[config.mk]
export PLATFORM = sky130hd
export DESIGN_NAME = branch_ctrl
export DESIGN_NICKNAME = d
export VERILOG_FILES = /design/src/rtl/branch_ctrl.sv
export SDC_FILE = /design/constraint.sdc
export NUM_CORES = 1
export LEC_CHECK = 0
export CORE_AREA = 4 4 230 142
export CTS_CLUSTER_DIAMETER = 60
export DETAILED_ROUTE_END_ITERATION = 7
export DIE_AREA = 0 0 234 146
export PLACE_DENSITY = 0.8
export SYNTH_ARGS = -nofsm -noshare
export SYNTH_HDL_FRONTEND = slang
export SYNTH_SLANG_ARGS = --single-unit
export TNS_END_PERCENT = 5
[constraint.sdc]
create_clock -name clk -period 5.38 [get_ports clk]
set_input_delay 0.538 -clock clk [delete_from_list [all_inputs] [get_ports clk]]
set_output_delay 0.538 -clock clk [all_outputs]
set_load 0.01 [all_outputs]
[src/rtl/branch_ctrl.sv]
// Branch/jump resolution unit for a multi-cycle core.
// A request is captured in IDLE, compared in CMP, resolved in TGT and
// presented in RESP until the consumer takes it. Statistics counters track
// completed legal conditional branches and how many of them were taken.
//
// Handshakes: a transfer happens on a rising edge where valid and ready are
// both high. The request side accepts only in IDLE (req_ready=1). The
// response side holds resp_valid and all result outputs stable in RESP until
// resp_ready is seen high, and ignores resp_ready in every other state.
//
// Timing: the request is captured at edge N, CMP runs until edge N+1, TGT
// until edge N+2, and resp_valid is high from edge N+2 onward, so a consumer
// holding resp_ready=1 samples it at edge N+3. With an always-ready consumer
// the next request can be accepted at edge N+4.
module branch_ctrl (
  input  logic        clk,
  input  logic        rst,
  input  logic        req_valid,
  output logic        req_ready,
  input  logic [2:0]  funct3,
  input  logic        is_jal,
  input  logic        is_jalr,
  input  logic [31:0] rs1,
  input  logic [31:0] rs2,
  input  logic [31:0] pc,
  input  logic [31:0] imm,
  output logic        resp_valid,
  input  logic        resp_ready,
  output logic        taken,
  output logic [31:0] target,
  output logic [31:0] link,
  output logic        misalign,
  output logic        illegal,
  input  logic        cnt_clr,
  output logic [31:0] br_count,
  output logic [31:0] taken_count,
  output logic [1:0]  dbg_state
);

  typedef enum logic [1:0] {
    IDLE = 2'd0,
    CMP  = 2'd1,
    TGT  = 2'd2,
    RESP = 2'd3
  } state_t;

  state_t      state;

  // Captured request
  logic [2:0]  f3_q;
  logic        jal_q;
  logic        jalr_q;
  logic [31:0] rs1_q;
  logic [31:0] rs2_q;
  logic [31:0] pc_q;
  logic [31:0] imm_q;

  // Comparison results from CMP
  logic        eq_q;
  logic        lt_q;
  logic        ltu_q;

  // Resolution results computed from the captured request during TGT
  logic        is_cond;
  logic        bad_f3;
  logic        cond_taken;
  logic        illegal_n;
  logic        taken_n;
  logic [31:0] target_n;
  logic [31:0] link_n;
  logic        misalign_n;

  logic        resp_hs;

  assign dbg_state = state;
  assign resp_hs   = (state == RESP) && resp_ready;

  // Resolve the captured instruction into taken/target/link/flags
  always_comb begin
    is_cond    = !jal_q && !jalr_q;
    bad_f3     = 1'b0;
    cond_taken = 1'b0;
    case (f3_q)
      3'b000:  cond_taken = eq_q;
      3'b001:  cond_taken = !eq_q;
      3'b100:  cond_taken = lt_q;
      3'b101:  cond_taken = !lt_q;
      3'b110:  cond_taken = ltu_q;
      3'b111:  cond_taken = !ltu_q;
      default: bad_f3     = 1'b1;
    endcase
    // Both jump flags at once is treated as illegal, just like a bad funct3
    illegal_n = (jal_q && jalr_q) || (is_cond && bad_f3);
    taken_n   = !illegal_n && (is_cond ? cond_taken : 1'b1);
    link_n    = pc_q + 32'd4;
    if (!taken_n) begin
      target_n = link_n;
    end else if (jalr_q) begin
      target_n = (rs1_q + imm_q) & ~32'd1;
    end else begin
      target_n = pc_q + imm_q;
    end
    misalign_n = taken_n && (target_n[1:0] != 2'b00);
  end

  // Control FSM with registered handshake and result outputs
  always_ff @(posedge clk) begin
    if (rst) begin
      state      <= IDLE;
      req_ready  <= 1'b1;
      resp_valid <= 1'b0;
      taken      <= 1'b0;
      target     <= 32'd0;
      link       <= 32'd0;
      misalign   <= 1'b0;
      illegal    <= 1'b0;
      f3_q       <= 3'd0;
      jal_q      <= 1'b0;
      jalr_q     <= 1'b0;
      rs1_q      <= 32'd0;
      rs2_q      <= 32'd0;
      pc_q       <= 32'd0;
      imm_q      <= 32'd0;
      eq_q       <= 1'b0;
      lt_q       <= 1'b0;
      ltu_q      <= 1'b0;
    end else begin
      case (state)
        IDLE: begin
          if (req_valid) begin
            f3_q      <= funct3;
            jal_q     <= is_jal;
            jalr_q    <= is_jalr;
            rs1_q     <= rs1;
            rs2_q     <= rs2;
            pc_q      <= pc;
            imm_q     <= imm;
            req_ready <= 1'b0;
            state     <= CMP;
          end
        end
        CMP: begin
          eq_q  <= (rs1_q == rs2_q);
          lt_q  <= ($signed(rs1_q) < $signed(rs2_q));
          ltu_q <= (rs1_q < rs2_q);
          state <= TGT;
        end
        TGT: begin
          taken      <= taken_n;
          target     <= target_n;
          link       <= link_n;
          misalign   <= misalign_n;
          illegal    <= illegal_n;
          resp_valid <= 1'b1;
          state      <= RESP;
        end
        RESP: begin
          if (resp_ready) begin
            resp_valid <= 1'b0;
            req_ready  <= 1'b1;
            state      <= IDLE;
          end
        end
        default: begin
          state <= IDLE;
        end
      endcase
    end
  end

  // Statistics: count legal conditional branches as their responses complete
  always_ff @(posedge clk) begin
    if (rst || cnt_clr) begin
      br_count    <= 32'd0;
      taken_count <= 32'd0;
    end else if (resp_hs && !jal_q && !jalr_q && !illegal) begin
      br_count <= br_count + 32'd1;
      if (taken) begin
        taken_count <= taken_count + 32'd1;
      end
    end
  end

endmodule

==> flow_metrics.tcl <==
set metrics [dict create \
    synthCells 1940 \
    drc 0 \
    max_freq_mhz 308.4 \
    synth_top_family_by_area "simple AND/OR/NAND/NOR gates" \
    combPwrFrac 0.395 \
    arrival_ns 3.67 \
    syn_avg_cell_area_um2 7.817 \
    place_area_um2 18150 \
    cap_violations 0 \
    antenna_found_initial 0 \
    numPortBuffers 272 \
    ys.flop_type "dfxtp_1" \
    grt_pass1_vias 13960 \
    h-tree-depth 1 \
    relSlewSlack 0.1900 \
    place_ws_ns 2.207 \
    hold_start "rst" \
    wl_per_cell_um 19.90 \
    synth_mux_area_frac 0.01073 \
    vias_per_cell 5.727 \
    holdPathStages 2 \
    final_cell_mix "nand2_1, dfxtp_1, clkdlybuf4s50_1, a21oi_1, nor2_1" \
    ff2ff_setup_slack_ns 2.14 \
    ys_seq_area_frac 0.3577 \
    synthSimpleGateAreaFrac 0.2265 \
    ys_async_sr_fraction 0 \
    critPathLaunchType "register" \
    mostFrequentLayoutCell "nand2_1" \
    rsz0062_at_grt "false" \
    synth_seq_cells 271 \
    die_h_um 146 \
    fp.dieW_um 234 \
    p_seq_frac 0.362 \
    post_cts_buffers 0 \
    initial_core_util 0.4937 \
    final_antenna_net_count 0 \
    grt_overflow 0 \
    core_um2 30720 \
    fin_ws_ns 2.137 \
    fillCellCount 2710 \
    synth_cell_types 81 \
    irDropWorstVdd_mv 0.2384 \
    fin_crit_ns 3.243 \
    row_count 50 \
    clkSinkCount 271 \
    path_max_fanout 4 \
    p_clk_frac 0.243 \
    cts.root.buffer_cell "clkbuf_16" \
    grt_max_degree 86 \
    dp_hpwl_mm 39.92 \
    intPower_mw 4.606 \
    gp_congestion 0.9842 \
    r2r-end "target[28]" \
    path_class "reg2reg" \
    power.leakage_nw 7.258 \
    clockBufferDepth 3 \
    finalSetupTns_ns 0 \
    drv_slew 0 \
    design_area_um2 19000 \
    finalWirelength_mm 51.57 \
    ios 273 \
    nNetsFinal 2397 \
    finalCritPeriodShare 0.6028 \
    synth_xor_area_frac 0.07277 \
    first_pass_iters 5 \
    grt_pass1_wl_mm 79.20 \
    ys_warn_count 0 \
    outcome "finished, final reports clean" \
    switchingPower_mw 3.046 \
    initialDrtViolationCount 1606 \
    ctsHoldBuffers 0 \
    drive_gt1_frac 0.04092 \
    reg2reg_depth 12 \
    finClkSkew_ns 0.01316 \
    cts_buffers 27 \
    cts_resized 0 \
    synth_edf_count 0 \
    hold_violations 0 \
    switching_share 0.3980 \
    powerDensity_nw_per_um2 402.8 \
    synthAdderAreaFrac 0.08514 \
    syn_nets 2180 \
    synth-compound-area-share 0.2072 \
    path_clk_slew_ns 0.07 \
    worstSkewPairLatency_ns 0.55 \
    end_kind "register" \
    via_count 14850 \
    worst_slew_pin_slew_ns 1.215 \
    whs_endpoint "target[4]" \
    synth_area_um2 15170 \
    gr-usage-all-layers 0.2902 \
    r2r_start "imm_q[0]" \
    area_growth_pct 25.26 \
    die_area_um2 34160 \
    required_ns 5.81 \
    finalSetupViolCount 0 \
    cts_tree "yes" \
    hold_class "in2reg" \
]
==> worst max-delay path: stages, from the launching register on <==
cell       delay, ns
dfxtp_1         0.40
ha_1            0.24
inv_1           0.07
fa_1            0.39
nand2b_1        0.20
a21oi_1         0.25
o2111ai_1       0.18
a31oi_2         0.25
o21a_1          0.26
a31oi_2         0.18
o31a_1          0.34
a221oi_1        0.25
nand2_1         0.09
==> flip-flops by register name, summed over array words and instances (netlist names) <==
| signal | cells |
|---|---|
| taken_count | 32 |
| rs1_q | 32 |
| illegal | 1 |
| resp_valid | 1 |
| lt_q | 1 |
| jalr_q | 1 |
| req_ready | 1 |
| rs2_q | 32 |
| ltu_q | 1 |
| target | 32 |
| misalign | 1 |
| imm_q | 32 |
| dbg_state | 2 |
| f3_q | 3 |
| eq_q | 1 |
| jal_q | 1 |
| pc_q | 32 |
| br_count | 32 |
| taken | 1 |
| link | 32 |
==> how the worst max path moves through the flow <==
stage,from,end,slack [ns],cells past startpoint
CTS,imm_q[0],target[28],2.17,12
floorplan,imm_q[0],target[28],2.66,12
global placement,imm_q[0],target[28],2.28,12
global route,imm_q[0],target[28],2.01,12
finish,imm_q[0],target[28],2.14,12
detailed placement,imm_q[0],target[28],2.21,12
==> synth_stat cells, drive strengths merged (16+ instances only) <==
cell | number | area share
nand2 | 388 | 0.096
dfxtp | 271 | 0.36
a21oi | 241 | 0.080
nor2 | 159 | 0.041
ha | 100 | 0.083
clkbuf | 81 | 0.020
xor2 | 74 | 0.043
o21ai | 72 | 0.024
inv | 65 | 0.016
nand3 | 57 | 0.019
xnor2 | 52 | 0.030
a21o | 41 | 0.020
a211oi | 32 | 0.017
nand4 | 31 | 0.013
and3 | 27 | 0.011
nor3 | 22 | 0.0083
nor2b | 17 | 0.0070
o211ai | 17 | 0.0084
o21a | 16 | 0.0079
or3 | 16 | 0.0069
==> final cells by class <==
type | instances | area, µm² | share of cell area
multi-input cells | 1510 | 9158 | 0.4821
diodes | 1 | 2.502 | 0.0001317
flip-flops and latches | 271 | 5425 | 0.2856
well taps | 416 | 520.5 | 0.02740
repair buffers | 282 | 2799 | 0.1473
clock inverters | 8 | 77.57 | 0.004084
clock buffers | 39 | 770.7 | 0.04057
inverters | 65 | 244.0 | 0.01284
==> power groups by stage <==
stage,Sequential (mW),Combinational [mW],Clock (mW)
after floorplan,2.70,1.85,0
after global placement,2.78,2.91,0
after detailed placement,2.79,2.96,0
after CTS,2.75,2.97,1.88
after global routing,2.80,3.31,1.95
final,2.77,3.02,1.86
==> per-stage QoR <==
step	utilization	power, mW	hold slack (ns)	std cells
after floorplan	-	4.551	0.4363	1940
after global placement	0.5908	5.688	0.4416	2544
after detailed placement	0.5908	5.751	0.4470	2544
after CTS	0.6184	7.603	0.4253	2591
after global routing	0.6184	8.069	0.4669	2591
final	0.6185	7.652	0.4321	2592
==> cell families (layout without fill, tap and decap cells) <==
kind of cell    after synthesis  count (layout)
simple gates                762             762
xor+xnor                    126             126
fa+ha+maj                   102             102
other cells                   0               1
flops                       271             271
buf+inv                     159             394
compound gates              504             504
mux                          16              16
==> layer usage <==
| layer | part of all wire | wire (µm) | track usage | vias up |
|---|---|---|---|---|
| met5 | 0.0018 | 92 | 0.01989 | - |
| met4 | 0.024 | 1213 | 0.06677 | 2 |
| met3 | 0.11 | 5652 | 0.08177 | 69 |
| met2 | 0.38 | 19340 | 0.3795 | 661 |
| met1 | 0.49 | 25270 | 0.4593 | 6925 |
| li1 | - | - | - | 7188 |
No activity file was read; power rests on OpenSTA's default activity.
